==> src/rtl/s298_resp_misr.sv <==
// s298_resp_misr: after a programmable warm-up, folds a LEN-cycle window of the s298
// response into a 16-bit MISR. Define S298_MISR_COMPARE_EN to build the GOLDEN compare.
module s298_resp_misr #(
  parameter int unsigned       SIG_W      = 16,
  parameter logic [SIG_W-1:0]  POLY       = 16'h1021,
  parameter logic [SIG_W-1:0]  SEED       = 16'hFFFF,
  parameter int unsigned       WIN_W      = 8,
  parameter int unsigned       WARMUP_CYC = 4
) (
  input  logic             CK,
  input  logic             RST,
  input  logic             START,
  input  logic [WIN_W-1:0] LEN,
  input  logic [5:0]       RESP,
  input  logic [SIG_W-1:0] GOLDEN,
  output logic             BUSY,
  output logic             DONE,
  output logic [SIG_W-1:0] SIG,
  output logic             PASS
);

  typedef enum logic [1:0] {S_IDLE, S_WARMUP, S_CAPTURE, S_DONE} state_t;

  localparam logic [7:0] WARM_LOAD = 8'((WARMUP_CYC == 0) ? 0 : WARMUP_CYC - 1);
  localparam state_t     RUN_ENTRY = (WARMUP_CYC == 0) ? S_CAPTURE : S_WARMUP;

  state_t           state_q, state_d;
  logic [7:0]       warm_cnt;
  logic [WIN_W-1:0] cap_cnt;
  logic [SIG_W-1:0] sig_q;
  logic [SIG_W-1:0] sig_next;
  logic             accept;
  logic             last_fold;

  // Shift-with-feedback, then the six response bits enter at the LSB end.
  assign sig_next = {sig_q[SIG_W-2:0], 1'b0}
                  ^ (sig_q[SIG_W-1] ? POLY : '0)
                  ^ {{(SIG_W-6){1'b0}}, RESP};

  // NOTE: sequential state uses non-blocking assignments so every flop samples pre-edge values.
  always_ff @(posedge CK) begin
    if (RST) state_q <= S_IDLE;
    else     state_q <= state_d;
  end

  // NOTE: every combinational output gets a default first, so no path can infer a latch.
  always_comb begin
    state_d = state_q;
    case (state_q)
      S_IDLE:    if (accept) state_d = RUN_ENTRY;
      S_WARMUP:  if (warm_cnt == '0) state_d = S_CAPTURE;
      S_CAPTURE: if (last_fold) state_d = S_DONE;
      S_DONE: begin
        if (accept)     state_d = RUN_ENTRY;
        else if (START) state_d = S_IDLE;
      end
      default:   state_d = S_IDLE;
    endcase
  end

  always_comb begin
    BUSY = 1'b0;
    DONE = 1'b0;
    case (state_q)
      S_WARMUP, S_CAPTURE: BUSY = 1'b1;
      S_DONE:              DONE = 1'b1;
      default: ;
    endcase
    // A run is only accepted from IDLE or DONE, and a zero-length window is not a run.
    accept    = START && (LEN != '0) && !BUSY;
    last_fold = (state_q == S_CAPTURE) && (cap_cnt == WIN_W'(1));
  end

  always_ff @(posedge CK) begin
    if (RST) begin
      sig_q    <= SEED;
      warm_cnt <= '0;
      cap_cnt  <= '0;
    end else if (accept) begin
      sig_q    <= SEED;
      warm_cnt <= WARM_LOAD;
      cap_cnt  <= LEN;
    end else begin
      case (state_q)
        S_WARMUP: if (warm_cnt != '0) warm_cnt <= warm_cnt - 8'd1;
        S_CAPTURE: begin
          sig_q   <= sig_next;
          cap_cnt <= cap_cnt - WIN_W'(1);
        end
        default: ;
      endcase
    end
  end

  assign SIG = sig_q;

`ifdef S298_MISR_COMPARE_EN
  logic [SIG_W-1:0] golden_q;
  logic             pass_q;

  // GOLDEN is captured with the run so mid-run changes cannot affect its verdict.
  always_ff @(posedge CK) begin
    if (RST) begin
      golden_q <= '0;
      pass_q   <= 1'b0;
    end else if (accept) begin
      golden_q <= GOLDEN;
      pass_q   <= 1'b0;
    end else if (last_fold) begin
      pass_q   <= (sig_next == golden_q);
    end else if (state_q == S_DONE && START) begin
      pass_q   <= 1'b0;
    end
  end

  assign PASS = pass_q;
`else
  logic unused_golden;
  assign unused_golden = ^GOLDEN;
  assign PASS          = 1'b0;
`endif

endmodule

==> config.mk <==
export PLATFORM = sky130hd
export DESIGN_NAME = s298_resp_misr
export DESIGN_NICKNAME = d
export VERILOG_FILES = /design/src/rtl/s298_resp_misr.sv
export SDC_FILE = /design/constraint.sdc
export NUM_CORES = 1
export LEC_CHECK = 0
export CAP_MARGIN = 20
export CORE_ASPECT_RATIO = 0.9
export CORE_MARGIN = 4
export CORE_UTILIZATION = 42
export DETAILED_ROUTE_END_ITERATION = 12
export PLACE_DENSITY = 0.77
export SYNTH_ARGS = -nofsm -noshare
export SYNTH_HDL_FRONTEND = slang
export SYNTH_SLANG_ARGS = --single-unit
export TNS_END_PERCENT = 5
==> constraint.sdc <==
create_clock -name CK -period 2.05 [get_ports CK]
set_input_delay 0.5125 -clock CK [delete_from_list [all_inputs] [get_ports CK]]
set_output_delay 0.5125 -clock CK [all_outputs]
set_load 0.01 [all_outputs]
* Word level (Yosys, flattened, before mapping)
Index checks and enable logic that the tools add are counted.
** Operators by class
- Mux-type cells :: 14
- $add $sub $neg :: 2
- Equality and inequality tests :: 8
- Bitwise logic cells :: 2
- Reductions and logical operators :: 16
** Operators with widths (count)
- $mux 2 :: 8
- $mux 8 :: 2
- $reduce_bool 8->1 :: 2
- $sub 8x1->8 const B :: 2
- $xor 16x13->16 :: 1
- $xor 16x6->16 :: 1
- $mux 13 :: 1
- $eq 8x1->1 const B :: 1
- $logic_not 8->1 :: 1
- $pmux 2 s4 :: 1
- $ne 2x2->1 const B :: 3
- $reduce_bool 2->1 :: 3
- $eq 2x2->1 const B :: 2
- $reduce_and 2->1 :: 2
- $reduce_and 4->1 :: 1
- $reduce_or 2->1 :: 2
- $logic_and 1x1->1 :: 3
- $ne 3x3->1 const B :: 1
- $eq 2x1->1 const B :: 1
- $logic_not 2->1 :: 1
- $mux 1 :: 2
- $logic_not 1->1 :: 1
** Storage, ports and cells
- Logic and storage cells :: 47
- Register bits after elaboration :: 34
- Output and inout port bits :: 19

* Logic depth before layout (Yosys ltp)
Gate-level depths: netlist of run 1.
- Depth in word-level cells :: 7
- Depth in mapped cells :: 8
- Mapped depth without buffers :: 7

* Worst setup path before layout of run 1
Ideal clock, no wire load.
- Path kind :: input -> register
- From :: input LEN[4]
- To :: register warm_cnt[6]
- Library setup time :: 0.060 ns
- Stages :: 6
- Data required time :: 1.990 ns
- Path buffers :: 1
- Path slack :: 0.009 ns
- Arrival :: 1.981 ns
- Path through :: nor4_1 > a211o_1 > buf_2 > nand2b_1 > or4_2 > nand2_1
** Between the ends
- Word-level cells in the longest chain between the ends :: 4
** RTL lines
- start, declared :: line 13 : input logic [WIN_W-1:0] LEN,
- $reduce_bool 8->1 :: line 70 : accept = START && (LEN != '0) && !BUSY;
- $logic_and 1x1->1 (2 in series) :: line 70
- $reduce_or 2->1 (no line)
- end signal, assigned :: line 85 : S_WARMUP: if (warm_cnt != '0) warm_cnt <= warm_cnt - 8'd1;
- end, declared :: line 28 : logic [7:0] warm_cnt;
Every way passes these cells.
A chain may end at the register's enable or synchronous reset.

* Final worst setup path of run 1
- From :: input LEN[4]
- To :: register state_q[0]
** Between the ends
- Word-level cells in the longest chain between the ends :: 5
- Elaborated cells on any way between the ends :: 8
** RTL lines
- $reduce_bool 8->1 (*) :: line 70
- $logic_and 1x1->1 (*) (2 in series) :: line 70
- $ne 3x3->1 (no line), or another cell as far along
- $reduce_and 4->1 (no line) / $pmux 2 s4 (equally long branches)
- end signal, assigned :: line 43 : else state_q <= state_d;
- end, declared :: line 27 : state_t state_q, state_d;
Every way passes the cells marked *; elsewhere a longest branch is shown, timed or not.

==> results.md, run 1 <==
- Of the total synthesized cell area, the portion taken by AND, OR, NAND and NOR gates is 17.1%.
- STA classifies the critical path startpoint as an input pin.
- The initial antenna violation count came to 0.
- CTS placed an instance of sky130_fd_sc_hd__clkbuf_8 at the clock tree root.
- The most used flip-flop cell after synthesis is sky130_fd_sc_hd__dfxtp_1.
- The number of global-route vias before repair is 1340.
- The via count normalized by instance count is 4.86.
- The layout filler cell count is between 300 and 400.
- Across every metal layer, demand over resource in global routing totals 15.2%.
- The synthesis-to-layout area growth is 35.0%.
- The worst stage delay on the critical path is 540 ps.
- The maximum count of clock buffers along a single path is 2.
- The final layout net count is 278.
- Setup repair after global routing could not meet its margin everywhere.
- The overall die area is 5200 µm².
- The global-route wire length before repair is 5980 µm.
- The power per cell area is 1180 nW/µm².
- By area, the combinational part of the netlist is dominated by simple AND/OR/NAND/NOR gates.
- The final hold violation count was 0.
- The post-route netlist has 15.6% of its cells at a drive strength greater than 1.
- 0 antenna diodes ended up in the layout.
- The final worst-path setup slack is 54.1 ps.
- The count of clock tree sinks is 34.
- The placer congestion estimate is 0.756.
- The number of cell rows is 21.
- After clock tree synthesis, the clock-pin slew on the worst setup and hold paths is 60 ps.
- The number of buffers added by the clock tree synthesis step is 5.
- The total of endpoints with negative setup slack in the final report is 0.
- Of the post-synthesis cell area, the part taken by muxes is 5.81%.
- During synthesis, Yosys emitted a total of 0 warnings.
- The final critical delay including setup and external delays is ~2000 ps.
- The endpoint type of the worst setup path is a flop.
- The fraction of synthesized cell area in xor and xnor cells is slightly below 10%.
- The number of max-cap violations is 0.
- In this run the remaining antenna-violating nets after routing total 0.
- In this run, placement finished with an instance count of 272.
- The initial utilization of the core area, before any placement, comes to 44.9%.
- The most common library cell in the layout ignoring fill and taps is sky130_fd_sc_hd__dfxtp_1.
- The placed wire-length estimate is approximately 2500 µm.
- The TritonCTS clock tree is built.
- The maximum clock frequency is 501 MHz.
- At the placement stage, the worst setup path has a slack of -438 ps.
- IR analysis of the VDD net gives a maximum drop of 0.505 mV.
- The quantity of I/O buffers inserted on ports is 34.
- The total DRC errors in the routed layout is 0.
- The share of the cycle needed by the critical path after routing is 97.4%.
- Walking the worst path, the cells encountered are clkdlybuf4s50_1, nor4_4, a211o_1, buf_6, a221oi_4, o21ai_1, a221oi_2.
- Counting flops and latches in the post-synthesis netlist gives 34.
- The average instance area after synthesis is about 8.9 µm².
- Entering global routing, the biggest net connects 27 pins.
- The global-route congestion overflow total is 0.
- After synthesis, the share of flip-flops with an asynchronous set or reset is 0%.
- The top cell types in the final layout, fill and taps aside, are sky130_fd_sc_hd__dfxtp_1, sky130_fd_sc_hd__nand2_1, sky130_fd_sc_hd__clkdlybuf4s50_1, sky130_fd_sc_hd__nor2_1, sky130_fd_sc_hd__buf_4.
- The worst setup path is of the input pin to flop kind.
- The iteration count of the initial detailed-routing pass is 4.
- The run finished with clean final reports.
- The count of pins over their slew limit is 0.
- The average wire per cell in the routed design is 12.3 µm.
- Of the synthesized area, sequential elements account for slightly below 40%.
- Along the worst path, the maximum fanout reaches 3.
- The worst-path cell with the longest stage delay is sky130_fd_sc_hd__clkdlybuf4s50_1.
- The core region area is 3840 µm².
- The source-to-sink clock delay at the later pin of the worst-skew pair is 280 ps.
- The min-delay analysis places its worst path in the category flop to flop.
- The number of top-level design ports is between 50 and 60.
- The area of the mapped netlist is 1720 µm².
- The count of non-filler cells in the finished layout is 283.
- In this run, the number of DRC markers left after iteration 0 of detailed routing was 81.
- The net count of the mapped netlist is 236.
- The leakage power is 0.948 nW.
- The level count of the clock H-tree is 2.
- Data arrives at the worst endpoint at 2190 ps.
- The floorplan step set the die width to 75.5 µm.
- Synthesis handed over a netlist of 194 instances.
- Summing the areas of all compound-gate instances in the mapped netlist gives 12.8% of the synthesized area.
- Summing the areas of all fa, ha and maj instances in the mapped netlist gives 6.53% of the synthesized area.
- The die is between 60 and 70 µm tall.
- The number of different library cells in the post-synthesis netlist is 35.
- Between clock sinks in the finished design, the worst skew comes to 4.47 ps.
- For this block, the via count after detailed routing is 1374.
- Counting flops with a built-in enable in the synthesized netlist gives 0.
- The routed wire length is 3490 µm.
- STA puts the critical path data required time at 2240 ps.
## per-stage QoR
step	util, %	power (mW)	hold WS, ps	TNS [ps]	cell area [µm²]
2_1_floorplan	-	1.63	464	0	1720
4_1_cts	59.9	2.74	501	0	2300
5_1_grt	60.7	2.95	524	-42.4	2330
6_report	60.7	2.75	497	0	2330
3_5_place_dp	55.4	1.93	490	-4190	2130
3_3_place_gp	55.4	1.91	482	-4820	2130
## flip-flops by register name, indices dropped and copies added, names as in the netlist
register	flops
warm_cnt	8
state_q	2
cap_cnt	8
SIG	16
## cell type report
class | instances | area (µm²) | share of cell area [%]
repair buffers | 53 | 490 | 21.1
well taps | 46 | 57.6 | 2.47
inverters | 8 | 30.0 | 1.29
flip-flops and latches | 34 | 682 | 29.3
multi-input cells | 134 | 925 | 39.7
clock buffers | 6 | 82.6 | 3.55
clock inverters | 2 | 60.1 | 2.58
## final timing paths
check,to,startpoint,cells after the start,slack [ps]
setup / recovery,state_q[0]$_SDFFE_PP0P_,LEN[4],7,50
hold / removal,warm_cnt[6]$_SDFFE_PP0P_,warm_cnt[6]$_SDFFE_PP0P_,2,500
setup reg to reg,state_q[0]$_SDFFE_PP0P_,warm_cnt[2]$_SDFFE_PP0P_,5,90
hold reg to reg,warm_cnt[6]$_SDFFE_PP0P_,warm_cnt[6]$_SDFFE_PP0P_,2,500
## timing repair
action | CTS | global route
pin swaps | 3 | 3
endpoints found under the setup margin | 4 | 3
buffers inserted | 2 | 1
gates resized for setup | 9 | 6
hold buffers | 0 | 0
## synth_stat cells (all sizes together), types with 4 or more instances
cell type | instances | area share, %
mux2i | 10 | 5.8
inv | 8 | 1.7
nor4 | 4 | 1.5
nand2 | 30 | 6.5
xor2 | 8 | 4.1
o21ai | 10 | 2.9
ha | 9 | 6.5
nor2 | 21 | 4.6
a211oi | 8 | 3.5
xnor2 | 11 | 5.6
buf | 15 | 6.0
dfxtp | 34 | 39
## logic make-up (layout without fill, tap and decap cells)
family | count (synthesis) | count (layout)
multiplexers | 10 | 10
other | 1 | 1
AO/OA/AOI/OAI | 29 | 29
buffers and inverters | 26 | 69
AND/OR/NAND/NOR | 66 | 66
adder cells (fa/ha/maj) | 9 | 9
flip-flops | 34 | 34
XOR/XNOR | 19 | 19
## worst max-delay path, delay by kind of cell
kind	cells	cell delay, ps
buf+inv	2	670
compound gates	4	940
simple gates	1	60
## power breakdown
part	internal (mW)	switching [mW]	total, mW
clock	0.518	0.233	0.751
combinational	0.560	0.553	1.11
sequential	0.779	0.102	0.881
total	1.86	0.888	2.75
## per-layer routing
layer / track usage [%] / vias to the layer above / routed length, µm
met3: 5.22 / 5 / 205
met4: 5.24 / 0 / 29
met2: 23.2 / 32 / 1520
met1: 19.9 / 607 / 1730
li1: - / 730 / -
met5: 0 / - / 0
Power figures use the tool's default switching activity.
==> run 2: changes to the inputs <==
--- a/config.mk
+++ b/config.mk
@@ -5,6 +5,7 @@
 export SDC_FILE = /design/constraint.sdc
 export NUM_CORES = 1
 export LEC_CHECK = 0
+export ABC_CLOCK_PERIOD_IN_PS = 2050
 export CAP_MARGIN = 20
 export CORE_ASPECT_RATIO = 0.9
 export CORE_MARGIN = 4
==> results of run 2 <==
No change in the layout: final DEF, timing and power equal those of run 1.
==> run 3: changes to the inputs <==
--- a/config.mk
+++ b/config.mk
@@ -5,11 +5,12 @@
 export SDC_FILE = /design/constraint.sdc
 export NUM_CORES = 1
 export LEC_CHECK = 0
+export ABC_AREA = 1
 export ABC_CLOCK_PERIOD_IN_PS = 2050
 export CAP_MARGIN = 20
 export CORE_ASPECT_RATIO = 0.9
 export CORE_MARGIN = 4
-export CORE_UTILIZATION = 42
+export CORE_UTILIZATION = 44
 export DETAILED_ROUTE_END_ITERATION = 12
 export PLACE_DENSITY = 0.77
 export SYNTH_ARGS = -nofsm -noshare
==> run 3 against run 2 <==
Sequential cell count did not move. Die area up 7.8%. Critical path depth up 1. Clock-buffer cell count rose by 1. Sequential share of layout area decreased by 1.5 points. Cell area is 5.5% higher. Critical path type unchanged.
==> results.md, run 3 <==
- The run finished with clean final reports.
- The critical-path maximum fanout is 17 (+14).
- The number of standard cells after synthesis came to 263 (+36%).
- TritonCTS built the clock tree.
- The share of Yosys cell area claimed by the top area cell type was 34.6% (-4.8 points).
- The sequential area share after synthesis is 34.6% (-4.8 points).
- In the layout the commonest cells are sky130_fd_sc_hd__nand2_1, sky130_fd_sc_hd__dfxtp_1, sky130_fd_sc_hd__clkdlybuf4s50_1, sky130_fd_sc_hd__nor2_1, sky130_fd_sc_hd__inv_1.
- The share of total power consumed by net switching is 41.2% (+8.8 points).
- The effective utilization at floorplan is 47.0% (+2.0 points).
- The number of top-level design ports is 52 (unchanged).
- The number of antenna repair diodes came to 0 (unchanged).
- The critical path in this run is classified as input pin to flop.
- The largest clock skew in the final design is 6.87 ps (+2.39 ps).
- The most used flip-flop cell after synthesis is sky130_fd_sc_hd__dfxtp_1.
- The part of the power in the clock network is 16.1% (-11 points).
- The cell-internal power is 1.83 mW (-1.4%).
- The global routing met1 resource utilization is 20.4% (+0.51 points).
- STA classifies the critical path startpoint as an input pin.
- The number of cell rows is 22 (+4.8%).
- The average instance area after synthesis came to 7.47 µm² (-16%).
- The biggest area contributor in the post-synthesis netlist is sky130_fd_sc_hd__dfxtp_1.
- The worst setup path is captured at a flop.
- CTS placed an instance of sky130_fd_sc_hd__clkbuf_8 at the clock tree root.
- The flip-flop and latch count after synthesis is 34 (unchanged).
- The number of different library cells in the post-synthesis netlist is 33 (-5.7%).
- The maximum count of clock buffers along a single path is 2 (unchanged).
- The number of violations reported at the end of detailed-routing iteration 0 is 86 (+6.2%).
- Setup repair after global routing left no endpoint under its margin.
- The final worst-path setup slack is 196 ps (+142 ps).
- The number of buffers added by the clock tree synthesis step is 5 (unchanged).
- The fraction of registers with async set or reset after synthesis is 0% (unchanged).
- The sequential fraction of design power is 31.0% (-1.1 points).
- The required time at the worst-slack endpoint is 2250 ps (about the same).
- The pre-CTS setup slack is -32.0 ps (+406 ps).
- The fraction of met3 tracks used by global routing came to 3.39% (-1.8 points).
- The synthesis-to-layout area growth is 24.9%.
- The global-route congestion overflow total is 0 (unchanged).
- The post-route cell area is 2450 µm² (+5.5%).
- The quantity of I/O buffers inserted on ports came to 34 (unchanged).
- The count of non-filler cells in the finished layout is 361 (+28%).
- Leaving out fill and tap cells, the most frequent cell in the layout is sky130_fd_sc_hd__nand2_1.
- The synthesis warning total is 0 (unchanged).
- The total DRC errors in the routed layout is 0 (unchanged).
- In the post-synthesis netlist, the biggest area contributors are sky130_fd_sc_hd__dfxtp_1, sky130_fd_sc_hd__nand2_1, sky130_fd_sc_hd__nor2_1, sky130_fd_sc_hd__ha_1, sky130_fd_sc_hd__nand3_2.
- The layout filler cell count is 394 (+19%).
- The post-layout total power is 3.11 mW (+13%).
- The power per cell area came to 1270 nW/µm² (+7.5%).
- The area of the mapped netlist is 1970 µm² (+14%).
- The min-delay analysis places its worst path in the category flop to flop.
- By count the netlist is led by sky130_fd_sc_hd__nand2_1, sky130_fd_sc_hd__dfxtp_1, sky130_fd_sc_hd__nor2_1, sky130_fd_sc_hd__inv_1, sky130_fd_sc_hd__o21ai_0.
- The number of nets with antenna violations after routing came to 0 (unchanged).
- The net switching power is 1.28 mW (+44%).
- The share of final-layout standard cells stronger than drive strength 1 is 14.3% (-1.3 points).
- The combinational cell fraction of total power is 52.9% (+12 points).
- The floorplan die height was 71.4 µm (+3.8%).
- The maximum clock frequency is 539 MHz (+7.6%).
- The number of enable flip-flop cells after synthesis came to 0 (unchanged).
- The count of clock tree sinks is 34 (unchanged).
- The global-route wire length before repair is 7130 µm (+19%).
- The chip width was 78.5 µm (+3.9%).
- The core region area came to 4180 µm² (+9.1%).
- The source-to-sink clock delay at the later pin of the worst-skew pair is 280 ps (about the same).
- The via count normalized by instance count is 4.81 (-0.95%).
- The maximum number of pins on one net before global-route repair came to 23 (-15%).
- The number of max-cap violations came to 0 (unchanged).
- The flip-flop count of the largest register after layout came to 16 (unchanged).
- The level count of the clock H-tree is 2 (unchanged).
- The routed wire length is 4100 µm (+17%).
- The number of global-route vias before repair is 1594 (+19%).
- The final critical delay including setup and external delays is 1850 ps (-142 ps).
- The global router's overall resource usage is 15.6% (+0.48 points).
- The average wire per cell in the routed design is 11.4 µm (-7.9%).
- The overall die area is 5600 µm² (+7.8%).
- The placer congestion estimate is 0.858 (+14%).
- The most congested layer reported by global routing is met2.
- The leakage power is 1.12 nW (+19%).
- The via count came to 1736 (+26%).
- The fraction of the core area covered by cells at the end of the flow is 58.7% (-2.0 points).
- The count of pins over their slew limit is 0 (unchanged).
- The iteration count of the initial detailed-routing pass came to 4 (unchanged).
- The clock-pin transition on the worst setup and hold timing paths was 70 ps (about the same).
- The placed cell area is 2350 µm² (+10%).
- The data arrival time of the critical path was 2050 ps (-140 ps).
- The placed wire-length estimate is 3080 µm (+21%).
- The post-route setup TNS is 0 ps (unchanged).
- The placed cell count is 353 (+30%).
- The initial antenna violation count was 0 (unchanged).
- The peak supply drop came to 0.798 mV (+58%).
- The met2 demand-to-capacity share in global routing is 26.2% (+3.1 points).
- The final layout net count is 342 (+23%).
- Among all cell types in the netlist, the one instantiated most often is sky130_fd_sc_hd__nand2_1.
- The final hold violation count came to 0 (unchanged).
- The net count of the mapped netlist came to 305 (+29%).
- The total of endpoints with negative setup slack in the final report is 0 (unchanged).
- The share of the cycle needed by the critical path after routing is 90.4% (-6.9 points).
- The worst hold margin is 499 ps (+1.51 ps).
## run 3: cell count changes after synthesis, sizes merged, moves of 5 or more
cell    delta
nand2     +37
inv       +17
nand3     +16
nor2      +14
mux2i     -10
a211oi     -8
a21oi      +7
o211ai     +6
xor2       -5
## run 3: logic make-up (layout without fill, tap and decap cells)
kind of cell | count (synthesis) | after routing | share of synthesized area [%]
flops | 34 | 34 | 34.6
simple gates | 129 | 129 | 30.7
fa+ha+maj | 9 | 9 | 5.73
compound gates | 36 | 36 | 11.8
buf+inv | 41 | 79 | 11.1
xor+xnor | 13 | 13 | 5.79
other cells | 1 | 1 | 0.191
## run 3: power groups by stage
| stage | clock (mW) | sequential, mW | combinational [mW] |
|---|---|---|---|
| after floorplan | 0 | 0.964 | 1.20 |
| after global placement | 0 | 0.971 | 1.60 |
| after detailed placement | 0 | 0.976 | 1.62 |
| after CTS | 0.512 | 0.964 | 1.66 |
| after global routing | 0.552 | 0.990 | 1.87 |
| final | 0.502 | 0.964 | 1.65 |
## run 3: critical path, cell delays in order
cell                              delay [ps]
sky130_fd_sc_hd__clkdlybuf4s50_1         420
sky130_fd_sc_hd__nor2_1                  180
sky130_fd_sc_hd__nand2_1                 150
sky130_fd_sc_hd__o21ai_4                 240
sky130_fd_sc_hd__nand2_4                 100
sky130_fd_sc_hd__inv_4                   190
sky130_fd_sc_hd__o21ai_1                 120
sky130_fd_sc_hd__a21oi_1                 140
## run 3: final timing paths
path / from / endpoint / slack (ps) / cells after the start
max reg2reg: state_q[1]$_SDFFE_PP0P_ / cap_cnt[4]$_SDFFE_PP0P_ / 360 / 10
max: LEN[0] / warm_cnt[3]$_SDFFE_PP0P_ / 200 / 8
min: warm_cnt[7]$_SDFFE_PP0P_ / warm_cnt[7]$_SDFFE_PP0P_ / 500 / 2
min reg2reg: warm_cnt[7]$_SDFFE_PP0P_ / warm_cnt[7]$_SDFFE_PP0P_ / 500 / 2
## run 3: layout make-up
type / count / area [µm²] / area share (%)
repair buffers: 46 / 432 / 17.6
flip-flops and latches: 34 / 682 / 27.8
clock inverters: 1 / 5.00 / 0.204
multi-input cells: 188 / 1080 / 43.9
clock buffers: 7 / 86.3 / 3.52
well taps: 60 / 75.1 / 3.06
inverters: 25 / 96.3 / 3.92
## run 3: what timing repair did
item | CTS | global route
setup buffers | 0 | 0
endpoints found under the setup margin | 1 | 1
hold buffers | 0 | 0
hold endpoints to repair | 0 | 0
pin swaps | 0 | 0
gates resized for setup | 3 | 1
## run 3: routing by layer
layer	part of all wire, %	wire length [µm]
met5	0	0
met4	0.54	22
met3	3.0	121
met2	50	2030
met1	47	1920
